[config.mk]
export PLATFORM = sky130hd
export DESIGN_NAME = uart_tx_fifo
export DESIGN_NICKNAME = d
export VERILOG_FILES = /design/src/rtl/uart_tx_fifo.sv
export SDC_FILE = /design/constraint.sdc
export NUM_CORES = 1
export LEC_CHECK = 0
export BUFFER_PORTS_ARGS = -buffer_cell sky130_fd_sc_hd__buf_2
export CAP_MARGIN = 25
export CELL_PAD_IN_SITES_DETAIL_PLACEMENT = 1
export CELL_PAD_IN_SITES_GLOBAL_PLACEMENT = 1
export CORE_ASPECT_RATIO = 0.6
export CORE_UTILIZATION = 50
export DETAILED_ROUTE_END_ITERATION = 10
export PLACE_DENSITY = 0.84
export SLEW_MARGIN = 30
export SYNTH_ARGS = -nofsm -noshare
export SYNTH_HDL_FRONTEND = slang
export SYNTH_SLANG_ARGS = --single-unit
[constraint.sdc]
create_clock -name clk -period 3.5 [get_ports clk]
set_clock_uncertainty 0.2 [all_clocks]
set_input_delay 0.35 -clock clk [delete_from_list [all_inputs] [get_ports clk]]
set_output_delay 0.35 -clock clk [all_outputs]
set_load 0.005 [all_outputs]
[src/rtl/uart_tx_fifo.sv]
// uart_tx_fifo: FIFO-buffered UART transmitter with configurable data width, parity and stop bits
module uart_tx_fifo #(
   parameter int DATA_W     = 8,
   parameter int PARITY     = 0,
   parameter int STOP_BITS  = 1,
   parameter int BAUD_DIV   = 5208,
   parameter int FIFO_DEPTH = 4
) (
   input  logic                          clk,
   input  logic                          reset,
   input  logic [DATA_W-1:0]             tx_data,
   input  logic                          tx_valid,
   output logic                          tx_ready,
   output logic                          rs232_tx,
   output logic                          busy,
   output logic [$clog2(FIFO_DEPTH):0]   fifo_count
);

   localparam int AW = $clog2(FIFO_DEPTH);
   localparam int BW = $clog2(BAUD_DIV);
   localparam int IW = $clog2(DATA_W);
   localparam logic [BW-1:0] BAUD_MAX = BW'(BAUD_DIV - 1);

   typedef enum logic [2:0] {S_IDLE, S_START, S_DATA, S_PAR, S_STOP} state_t;

   state_t              state_q, state_d;
   logic [BW-1:0]       baud_q, baud_d;
   logic [IW-1:0]       idx_q, idx_d;
   logic [DATA_W-1:0]   shift_q, shift_d;
   logic                par_q, par_d;
   logic                tx_q, tx_d;
   logic                busy_q, busy_d;
   logic [AW:0]         count_q, count_d;
   logic [AW-1:0]       rd_q, rd_d, wr_q, wr_d;
   logic [DATA_W-1:0]   mem [FIFO_DEPTH];
   logic                push, pop, empty, bit_end;

   assign tx_ready   = count_q != (AW+1)'(FIFO_DEPTH);
   assign push       = tx_valid & tx_ready;
   assign empty      = count_q == '0;
   assign bit_end    = baud_q == '0;
   assign rs232_tx   = tx_q;
   assign busy       = busy_q;
   assign fifo_count = count_q;

   // FIFO bookkeeping; power-of-two depth lets the pointers wrap naturally
   always_comb begin
      count_d = count_q + (AW+1)'(push) - (AW+1)'(pop);
      wr_d    = wr_q + AW'(push);
      rd_d    = rd_q + AW'(pop);
   end

   // Frame sequencer; a frame start (pop) is shared by IDLE and the final stop cycle
   always_comb begin
      state_d = state_q;
      baud_d  = bit_end ? BAUD_MAX : baud_q - 1'b1;
      idx_d   = idx_q;
      shift_d = shift_q;
      par_d   = par_q;
      tx_d    = tx_q;
      pop     = 1'b0;
      case (state_q)
         S_IDLE: begin
            tx_d   = 1'b1;
            baud_d = '0;
            pop    = !empty;
         end
         S_START: if (bit_end) begin
            state_d = S_DATA;
            tx_d    = shift_q[0];
         end
         S_DATA: if (bit_end) begin
            par_d   = par_q ^ shift_q[0];
            shift_d = shift_q >> 1;
            idx_d   = idx_q + 1'b1;
            tx_d    = shift_q[1];
            if (idx_q == IW'(DATA_W - 1)) begin
               idx_d   = '0;
               state_d = (PARITY != 0) ? S_PAR : S_STOP;
               tx_d    = (PARITY != 0) ? (par_q ^ shift_q[0] ^ 1'(PARITY == 1)) : 1'b1;
            end
         end
         S_PAR: if (bit_end) begin
            state_d = S_STOP;
            tx_d    = 1'b1;
         end
         S_STOP: if (bit_end) begin
            idx_d = idx_q + 1'b1;
            if (idx_q == IW'(STOP_BITS - 1)) begin
               pop     = !empty;
               state_d = S_IDLE;
               baud_d  = '0;
            end
         end
         default: state_d = S_IDLE;
      endcase
      if (pop) begin
         state_d = S_START;
         shift_d = mem[rd_q];
         tx_d    = 1'b0;
         par_d   = 1'b0;
         idx_d   = '0;
         baud_d  = BAUD_MAX;
      end
      busy_d = state_d != S_IDLE;
   end

   // FIFO storage; contents need no reset since the count gates every read
   always_ff @(posedge clk) begin
      if (push) mem[wr_q] <= tx_data;
   end

   // State registers with asynchronous clear
   always_ff @(posedge clk or posedge reset) begin
      if (reset) begin
         state_q <= S_IDLE;
         baud_q  <= '0;
         idx_q   <= '0;
         shift_q <= '0;
         par_q   <= 1'b0;
         tx_q    <= 1'b1;
         busy_q  <= 1'b0;
         count_q <= '0;
         rd_q    <= '0;
         wr_q    <= '0;
      end else begin
         state_q <= state_d;
         baud_q  <= baud_d;
         idx_q   <= idx_d;
         shift_q <= shift_d;
         par_q   <= par_d;
         tx_q    <= tx_d;
         busy_q  <= busy_d;
         count_q <= count_d;
         rd_q    <= rd_d;
         wr_q    <= wr_d;
      end
   end

endmodule

==> results of run 1 <==
metrics by stage:
step	setup WS, ns	hold WS (ns)	util, %	total power, uW
finish	0.5036	0.01830	60.87	1957
global placement	0.7585	0.2764	56.99	1247
detailed placement	0.5651	0.2845	56.99	1272
global route	0.2368	0.007000	60.87	2040
CTS	0.4976	0.009265	60.87	1971
floorplan	0.6453	0.2489	-	1153
placed cells by master, fill, tap and decap left out, drive strengths merged, types with 5 or more instances in the layout:
cell type	netlist	routed
xor2	6	6
buf	3	22
edfxtp	32	32
nand3	7	7
xnor2	9	9
a21oi	14	14
nor2	12	12
dfrtp	35	35
mux2	14	14
mux4	8	8
inv	12	12
clkbuf	3	10
nor4	5	5
nand2	9	9
ha	8	8
cells by family after synthesis:
kind of cell             share of synthesized area, %
AND/OR/NAND/NOR                                 11.29
adder cells (fa/ha/maj)                         3.871
XOR/XNOR                                        4.234
AO/OA/AOI/OAI                                   6.129
buffers and inverters                           2.540
flip-flops                                      60.04
multiplexers                                    11.90
worst max-delay path, delay by kind of cell (launching register included):
kind / cells / cell delay (ns)
AOI/OAI and AO/OA: 1 / 0.24
xor gates and xnor gates: 2 / 0.34
adders and majority gates: 4 / 0.87
buffers and inverters: 2 / 0.14
DFF: 1 / 0.42
and+or+nand+nor: 2 / 0.71
power by group through the flow:
| stage | clock network (uW) | logic, uW | registers [uW] |
|---|---|---|---|
| CTS | 712 | 247 | 1010 |
| global placement | 0 | 231 | 1020 |
| detailed placement | 0 | 245 | 1030 |
| finish | 703 | 243 | 1010 |
| global route | 746 | 271 | 1020 |
| floorplan | 0 | 144 | 1010 |
metal layers:
layer | up-vias | share of wire, %
met5 | - | 0
met4 | 0 | 2.1
met3 | 15 | 5.0
met2 | 48 | 46
met1 | 968 | 47
li1 | 865 | -
final cells by class:
type                    count  share of cell area (%)
well taps                  80                   2.845
repair buffers             23                   3.841
clock buffers              10                   3.912
inverters                  12                   1.280
multi-input cells         133                   33.00
clock inverters             5                   2.169
flip-flops and latches     68                   52.95
flip-flops by register name (all words and copies together) (netlist names):
register    cells
baud_q         13
busy            1
fifo_count      3
idx_q           3
mem            32
rd_q            2
rs232_tx        1
shift_q         8
state_q         3
wr_q            2
synthesized netlist by cell type, types with 2 or more instances:
| master | instances |
|---|---|
| a211oi_1 | 2 |
| and3_1 | 2 |
| nand3_1 | 7 |
| a21oi_1 | 13 |
| nor4_4 | 2 |
| buf_2 | 2 |
| nor4_1 | 2 |
| edfxtp_1 | 32 |
| nor2_1 | 12 |
| a21o_1 | 2 |
| nand2b_1 | 2 |
| o31ai_1 | 2 |
| nand2_1 | 9 |
| xnor2_1 | 9 |
| o211ai_1 | 3 |
| a31oi_1 | 2 |
| nand4_2 | 2 |
| dfrtp_1 | 35 |
| inv_1 | 12 |
| xor2_1 | 6 |
| mux4_2 | 8 |
| ha_1 | 8 |
| clkbuf_1 | 2 |
| nor3b_1 | 4 |
| mux2_4 | 3 |
| mux2_2 | 11 |
| o21ai_0 | 4 |
| nor3_1 | 3 |
| mux2i_1 | 2 |
worst min-delay path by stage:
stage,start,endpoint,slack (ns),cells after the start
after global routing,tx_data[5],mem[2][5]$_DFFE_PP_,0.007,1
after global placement,reset,fifo_count[0]$_DFF_PP0_,0.28,3
after detailed placement,reset,fifo_count[0]$_DFF_PP0_,0.28,3
after CTS,tx_data[6],mem[3][6]$_DFFE_PP_,0.009,1
final,tx_data[6],mem[0][6]$_DFFE_PP_,0.02,1
after floorplan,tx_data[0],mem[0][0]$_DFFE_PP_,0.25,0
==> results.md, run 1 <==
* Status: finished clean
* Fin nets at 267
* GR Overflow Total at 0
* Worst-Margin Slew at 0.6664 ns
* Clock Sinks at 68
* Cell repeated most along the worst path: ha_1
* GRT Total Usage at 23.99%
* Core Box Area at 5781 um2
* Detail Route Antenna Nets at 0
* Synth top area share at 30.97%
* Sequential share of power at 51.7%
* Yosys cell types at 45
* Syn_nets at 239
* F_max at 0.3337 GHz
* Die height at 63.02 um
* R2r endpoint: fifo_count[2]$_DFF_PP0_
* Crit path from: baud_q[0]$_DFF_PP0_
* Antenna Cells at 0
* Maximum root-to-sink buffer count at 2
* WP data arrival at 3.07 ns
* Vias at 1896
* R2r startpoint: baud_q[0]$_DFF_PP0_
* GRT busiest layer: met2
* Maximum vdd drop at 0.3684 mV
* Global-route wire length before repair at 11460 um
* Clock Latency Late Sink at 0.35 ns
* Largest net degree at the start of global routing at 37
* Num ports at 17
* Max transition margin at 55.48%
* Non-Filler Instances at 331
* Final hold vios at 0
* Synthesized area at 3103 um2
* Worst-path maximum fanout at 5
* Sequential element share of the synthesized area at 60.04%
* Grt met1 use at 32.52%
* Avg Cell Area, Syn at 14.17 um2
* CTS resizes at 0
* Placed Cells at 315
* FF/Latch Area at 1863 um2
* Leakage at 0.001374 uW
* CP max stage delay at 0.42 ns
* Sw Share at 24.73%
* Fin area at 3518 um2
* M2 GR Usage at 36.33%
* Setup TNS Final at 0 ns
* Critical Path RT at 3.57 ns
* Tmin final at 2.996 ns
* CP max stage cell: dfrtp_1
* Slew Limit Fails at 0
* Hpwl dp at 4681 um
* Switching power at 484.1 uW
* Pre-Repair DR Iteration Count at 4
* Synth area leader: edfxtp_1
* Buffers on Ports at 16
* DRT Wirelength at 6859 um
* TritonCTS clock tree: built
* Met3 Track Usage GR at 8.029%
* Area grow syn2layout at 13.39%
* Area of the die at 6535 um2
* Vias in the first global route at 2082
* Worst-path clk slew at 0.07 ns
* Post CTS Setup Buffer Count at 0
* Final GP Congestion at 0.7924
* Die width at 103.7 um
* Routed len/inst at 20.72 um
* Multi-input logic area at 1161 um2
* Initial Util at 53.68%
* Fillers at 570
* Max-Cap Viols at 0
* CTS root buf: clkbuf_8
* #FFs+latches synth at 68
* Hold_buf cts at 1
* Antenna violations before repair at 0
* Setup violations, final at 0
* Share of layout cells above drive strength 1 at 27.89%
* Area contributors post-synth: edfxtp_1 31%, dfrtp_1 28%, mux4_2 5.8%
* Number of synthesized flops with an enable pin at 32
* Cell count after synthesis at 219
* CTS Buf Count at 9
* CTS H-tree lvls at 3
* CP Cell Sequence: inv_1, ha_1, nor4b_2, nand4_2, a21oi_4, ha_1, inv_1, ha_1, fa_1, xnor2_1, xnor2_1
* Internal at 1473 uW
* Cells on worst reg2reg path at 11
* Vias/cell at 5.728
* Top FF cell, synth: dfrtp_1
* Yosys warns at 0
* Residual DRC at 0
* Setup crit end: fifo_count[2]$_DFF_PP0_
* R2R setup slack at 0.50 ns
* Pwr dens at 556.4 nW/um2
* Crit. End Element: flip-flop
* Initial DRC count at 115
* Fin crit share at 85.61%
* Combinational share of power at 12.4%
* RSZ-0062 raised after global routing: false
* Hold/Removal Path Class: in2reg
* Kind of critical path: reg2reg
* Ys async rst share at 52.94%
* Critical Path Start Type: flip-flop
* Cell Area, Placed at 3294 um2
* Site Rows at 21
* Clock power frac at 35.9%
Power figures use the tool's default switching activity.
==> run 2, diff against run 1 <==
--- a/config.mk
+++ b/config.mk
@@ -10,10 +10,11 @@
 export CELL_PAD_IN_SITES_DETAIL_PLACEMENT = 1
 export CELL_PAD_IN_SITES_GLOBAL_PLACEMENT = 1
 export CORE_ASPECT_RATIO = 0.6
-export CORE_UTILIZATION = 50
+export CORE_UTILIZATION = 53
+export CTS_BUF_LIST = sky130_fd_sc_hd__clkbuf_8
 export DETAILED_ROUTE_END_ITERATION = 10
-export PLACE_DENSITY = 0.84
-export SLEW_MARGIN = 30
+export PLACE_DENSITY = 0.88
+export SLEW_MARGIN = 5
 export SYNTH_ARGS = -nofsm -noshare
 export SYNTH_HDL_FRONTEND = slang
 export SYNTH_SLANG_ARGS = --single-unit
==> results.md, run 2 (synthesized netlist as in run 1, its figures left out) <==
* Vias/cell at 5.729 (about the same)
* Vias in the first global route at 1965 (-5.6%)
* Hold_buf cts at 1 (unchanged)
* Final hold vios at 0 (unchanged)
* Antenna Cells at 0 (unchanged)
* Site Rows at 21 (unchanged)
* Max-Cap Viols at 0 (unchanged)
* Final GP Congestion at 0.7342 (-7.3%)
* Pre-CTS setup slack at 0.6279 ns (+0.06279 ns)
* Share of layout cells above drive strength 1 at 28.57% (+0.68 points)
* Total power at 1806 uW (-7.7%)
* CTS root buf: clkbuf_8
* Worst-Margin Slew at 0.6838 ns (+0.01740 ns)
* Buffers on Ports at 16 (unchanged)
* Clock Sinks at 68 (unchanged)
* Vias at 1902 (+0.32%)
* Fin nets at 267 (unchanged)
* Initial DRC count at 96 (-17%)
* Max transition margin at 54.20% (-1.3 points)
* Top delay family on crit path: adder cells
* Crit. End Element: flip-flop
* CP max stage cell: dfrtp_1
* Setup TNS Final at 0 ns (unchanged)
* Pre-Repair DR Iteration Count at 4 (unchanged)
* Clock Latency Late Sink at 0.34 ns (about the same)
* R2r startpoint: baud_q[0]$_DFF_PP0_
* Kind of critical path: reg2reg
* Num ports at 17 (unchanged)
* Residual DRC at 0 (unchanged)
* CTS H-tree lvls at 3 (unchanged)
* Top reg by flops: mem
* Hold/Removal Path Class: in2reg
* Global-route wire length before repair at 10430 um (-9.0%)
* Critical Path Start Type: flip-flop
* Detail Route Antenna Nets at 0 (unchanged)
* Status: finished clean
* Hpwl dp at 4872 um (+4.1%)
* Most common library cell in the layout ignoring fill and taps: dfrtp_1
* CP max stage delay at 0.42 ns (about the same)
* F_max at 0.3456 GHz (+3.5%)
* Die width at 100.8 um (-2.8%)
* DRT Wirelength at 6757 um (-1.5%)
* Biggest regs: mem (32), baud_q (13), shift_q (8)
* Commonest non-fill, non-tap cells in the layout: 35 x dfrtp_1, 32 x edfxtp_1, 16 x buf_2
* Slew Limit Fails at 0 (unchanged)
* Antenna violations before repair at 0 (unchanged)
* Max reg flops at 32 (unchanged)
* TritonCTS clock tree: built
* Crit path buf inv count at 2 (unchanged)
* Maximum vdd drop at 0.3374 mV (-8.4%)
* Area of the die at 6175 um2 (-5.5%)
* CTS resizes at 0 (unchanged)
* CTS Buf Count at 9 (unchanged)
* Tmin final at 2.894 ns (-0.1026 ns)
* Initial Util at 55.44% (+1.8 points)
* Area grow syn2layout at 11.90%
* Critical Path RT at 3.55 ns (-0.02 ns)
* Worst-path clk slew at 0.07 ns (about the same)
* Setup ws final at 0.6061 ns (+0.1026 ns)
* Leakage at 0.001353 uW (-1.5%)
* Final core occ at 62.04% (+1.2 points)
* WP data arrival at 2.95 ns (-0.12 ns)
* Pwr dens at 520.2 nW/um2 (-6.5%)
* Min-Delay Startpoint: tx_data[1]
* Fin crit share at 82.68% (-2.9 points)
* Cell repeated most along the worst path: ha_1
* Setup violations, final at 0 (unchanged)
* GR Overflow Total at 0 (unchanged)
* Crit path from: baud_q[0]$_DFF_PP0_
* GRT Total Usage at 24.80% (+0.80 points)
* Routed len/inst at 20.35 um (-1.8%)
* Post CTS Setup Buffer Count at 0 (unchanged)
* RSZ-0062 raised after global routing: false
* Worst-path maximum fanout at 5 (unchanged)
* Maximum root-to-sink buffer count at 2 (unchanged)
* Largest net degree at the start of global routing at 37 (unchanged)
* Core Box Area at 5597 um2 (-3.2%)
* Die height at 61.27 um (-2.8%)
* CP Cell Sequence: inv_1, ha_1, nor4b_2, nand4_2, a21oi_4, ha_1, inv_1, ha_1, fa_1, xnor2_1, xnor2_1
[run 2: metal layers]
layer	vias up	global-route usage [%]	part of all wire (%)
met5	-	0	0
met4	0	7.453	1.1
met3	15	8.854	4.4
met2	57	38.36	47
met1	963	33.69	47
li1	867	-	-
[run 2: cell type report]
cell class / instances / area [um2]
fill: 569 / 2125
sequential: 68 / 1863
multi-input combinational: 133 / 1161
timing repair buffer: 23 / 135.1
clock buffer: 9 / 123.9
tap: 80 / 100.1
inverter: 12 / 45.04
clock inverter: 7 / 43.79
[run 2: path summary, 6_finish.rpt]
check | slack (ns) | endpoint | cells past startpoint
max | 0.61 | fifo_count[2]$_DFF_PP0_ | 11
max reg2reg | 0.61 | fifo_count[2]$_DFF_PP0_ | 11
min | 0.03 | mem[1][1]$_DFFE_PP_ | 1
min reg2reg | 0.32 | baud_q[0]$_DFF_PP0_ | 1
min in group asynchronous | 0.48 | shift_q[5]$_DFFE_PP0P_ | 4
max in group asynchronous | 2.26 | rs232_tx$_DFFE_PP1P_ | 4
[run 2: per-stage QoR]
step	std cells	cell area, um2	hold slack [ns]
final	332	3472	0.03049
after global routing	332	3472	0.006632
after CTS	332	3472	0.01880
after detailed placement	315	3294	0.2907
after global placement	315	3294	0.2777
after floorplan	219	3103	0.2489
[run 2: report_power, final]
| part | switching, uW | internal (uW) | total [uW] |
|---|---|---|---|
| Sequential | 60.1 | 953 | 1010 |
| Clock | 292 | 252 | 544 |
| Combinational | 141 | 108 | 249 |
| Total | 493 | 1310 | 1810 |
==> run 3, diff against run 2 <==
==> constraint.sdc (replaced) <==
create_clock -name clk -period 2.93 [get_ports clk]
set_clock_uncertainty 0.2 [all_clocks]
set_input_delay 0.293 -clock clk [delete_from_list [all_inputs] [get_ports clk]]
set_output_delay 0.293 -clock clk [all_outputs]
set_load 0.005 [all_outputs]
==> results.md, run 3 (synthesized netlist as in run 1, its figures left out) <==
* Vias at 1985 (+4.4%)
* Maximum root-to-sink buffer count at 2 (unchanged)
* TritonCTS clock tree: built
* Vias in the first global route at 1970 (+0.25%)
* Worst-path clk slew at 0.08 ns (about the same)
* Global-route wire length before repair at 10740 um (+2.9%)
* GRT busiest layer: met2
* Die height at 61.27 um (unchanged)
* CTS Buf Count at 9 (unchanged)
* Fin nets at 277 (+3.7%)
* Met3 Track Usage GR at 8.513% (-0.34 points)
* GRT Total Usage at 25.88% (+1.1 points)
* Final hold vios at 0 (unchanged)
* F_max at 0.3709 GHz (+7.3%)
* CTS H-tree lvls at 3 (unchanged)
* Cell repeated most along the worst path: ha_1
* Clock Latency Late Sink at 0.36 ns (+0.02 ns)
* Final GP Congestion at 0.7669 (+4.5%)
* CP Cell Sequence: inv_1, ha_1, nor4b_4, nand4_2, a21oi_4, ha_1, inv_1, ha_1, fa_1, xnor2_1, xnor2_1
* Site Rows at 21 (unchanged)
* Clock Sinks at 68 (unchanged)
* Share of layout cells above drive strength 1 at 27.86% (-0.71 points)
* Top delay family on crit path: adder cells
* Post CTS Setup Buffer Count at 0 (unchanged)
* Top reg by flops: mem
* Buffers on Ports at 16 (unchanged)
* Critical Path RT at 3.01 ns (-0.54 ns)
* Placed Cells at 317 (+0.63%)
* Status: finished clean
* CP max stage cell: dfrtp_1
* Die width at 100.8 um (unchanged)
* Commonest non-fill, non-tap cells in the layout: 35 x dfrtp_1, 32 x edfxtp_1, 16 x buf_2
* Largest net degree at the start of global routing at 37 (unchanged)
* CP max stage delay at 0.41 ns (about the same)
* Detail Route Antenna Nets at 0 (unchanged)
* Crit. End Element: flip-flop
* Max reg flops at 32 (unchanged)
* Max-Cap Viols at 0 (unchanged)
* Leakage at 0.001422 uW (+5.1%)
* WP data arrival at 2.77 ns (-0.18 ns)
* Fillers at 547 (-3.9%)
* Antenna Cells at 0 (unchanged)
* RSZ-0062 raised after global routing: false
* Crit path buf inv count at 2 (unchanged)
* Fin crit share at 92.03% (+9.3 points)
* GR Overflow Total at 0 (unchanged)
* Pre-Repair DR Iteration Count at 4 (unchanged)
* Worst-path maximum fanout at 4 (-1)
* Tmin final at 2.697 ns (-0.1974 ns)
* Hpwl dp at 4941 um (+1.4%)
* Fin area at 3623 um2 (+4.4%)
* Num ports at 17 (unchanged)
* Residual DRC at 0 (unchanged)
* Routed len/inst at 20.61 um (+1.3%)
* Most common library cell in the layout ignoring fill and taps: dfrtp_1
* Grt met1 use at 33.11% (-0.58 points)
* CTS root buf: clkbuf_8
* Non-Filler Instances at 342 (+3.0%)
* DRT Wirelength at 7050 um (+4.3%)
* Hold_ws at 0.2675 ns (+0.2370 ns)
* Initial DRC count at 107 (+11%)
* Setup TNS Final at 0 ns (unchanged)
* Cell Area, Placed at 3309 um2 (+0.46%)
* Vias/cell at 5.804 (+1.3%)
* Critical Path Start Type: flip-flop
* Kind of critical path: reg2reg
* Total power at 2344 uW (+30%)
* Antenna violations before repair at 0 (unchanged)
* Area grow syn2layout at 16.77%
* Worst-Margin Slew at 0.7359 ns (+0.05209 ns)
* Area of the die at 6175 um2 (unchanged)
* Maximum vdd drop at 0.5127 mV (+52%)
* Slew Limit Fails at 0 (unchanged)
* Core Box Area at 5597 um2 (unchanged)
* Biggest regs: mem (32), baud_q (13), shift_q (8)
* M2 GR Usage at 41.49% (+3.1 points)
* Hold/Removal Path Class: in2reg
* Pwr dens at 647.0 nW/um2 (+24%)
* Initial Util at 55.44% (unchanged)
* Setup violations, final at 0 (unchanged)
* Max transition margin at 50.83% (-3.4 points)
-- run 3: cell count changes in the layout (fill, tap and decap cells not counted), sizes merged --
| cell | change |
|---|---|
| inv | +2 |
| clkinv | -3 |
| dlygate4sd3 | +8 |
| clkinvlp | -1 |
| bufinv | +2 |
| buf | +2 |
-- run 3: layout make-up --
class | count | area (um2) | area share, %
repair buffers | 33 | 230.2 | 6.354
flip-flops and latches | 68 | 1863 | 51.42
clock inverters | 7 | 91.34 | 2.521
multi-input cells | 133 | 1170 | 32.29
well taps | 80 | 100.1 | 2.762
inverters | 12 | 45.04 | 1.243
clock buffers | 9 | 123.9 | 3.419
-- run 3: power by group --
part,leakage [uW],switching [uW],total (uW),internal [uW]
Sequential,0.000716,66.5,1200,1140
Combinational,0.000595,165,299,135
Clock,0.000111,365,841,476
Total,0.00142,596,2340,1750
-- run 3: metal layers --
layer | wire length (um) | vias to the layer above
li1 | - | 888
met1 | 3163 | 1024
met2 | 3337 | 55
met3 | 391 | 18
met4 | 158 | 0
met5 | 0 | -
-- run 3: stage by stage --
stage / worst slack, ns / util [%]
6_report: 0.2335 / 64.74
5_1_grt: 0.07102 / 64.74
4_1_cts: 0.1107 / 64.59
3_5_place_dp: 0.1413 / 59.13
3_3_place_gp: 0.2543 / 59.13
2_1_floorplan: 0.07527 / -
-- run 3: worst paths after layout --
| path | start | end | slack (ns) | depth (start not counted) |
|---|---|---|---|---|
| max reg2reg | baud_q[0]$_DFF_PP0_ | fifo_count[2]$_DFF_PP0_ | 0.23 | 11 |
| min reg2reg | baud_q[0]$_DFF_PP0_ | baud_q[0]$_DFF_PP0_ | 0.32 | 1 |
| max in group asynchronous | reset | rs232_tx$_DFFE_PP1P_ | 1.78 | 4 |
| min in group asynchronous | reset | shift_q[3]$_DFFE_PP0P_ | 0.41 | 4 |
| min | tx_valid | wr_q[0]$_DFF_PP0_ | 0.27 | 4 |
| max | baud_q[0]$_DFF_PP0_ | fifo_count[2]$_DFF_PP0_ | 0.23 | 11 |
-- run 3: repair_timing --
item | 4_1_cts | 5_1_grt
resized for setup | 0 | 1
hold buffers | 9 | 0
hold endpoints to repair | 67 | 0
endpoints found under the setup margin | 0 | 1
-- run 3: worst min-delay path, stage by stage --
cell     delay, ns
buf_2         0.07
nand2_1       0.17
inv_1         0.13
ha_1          0.12
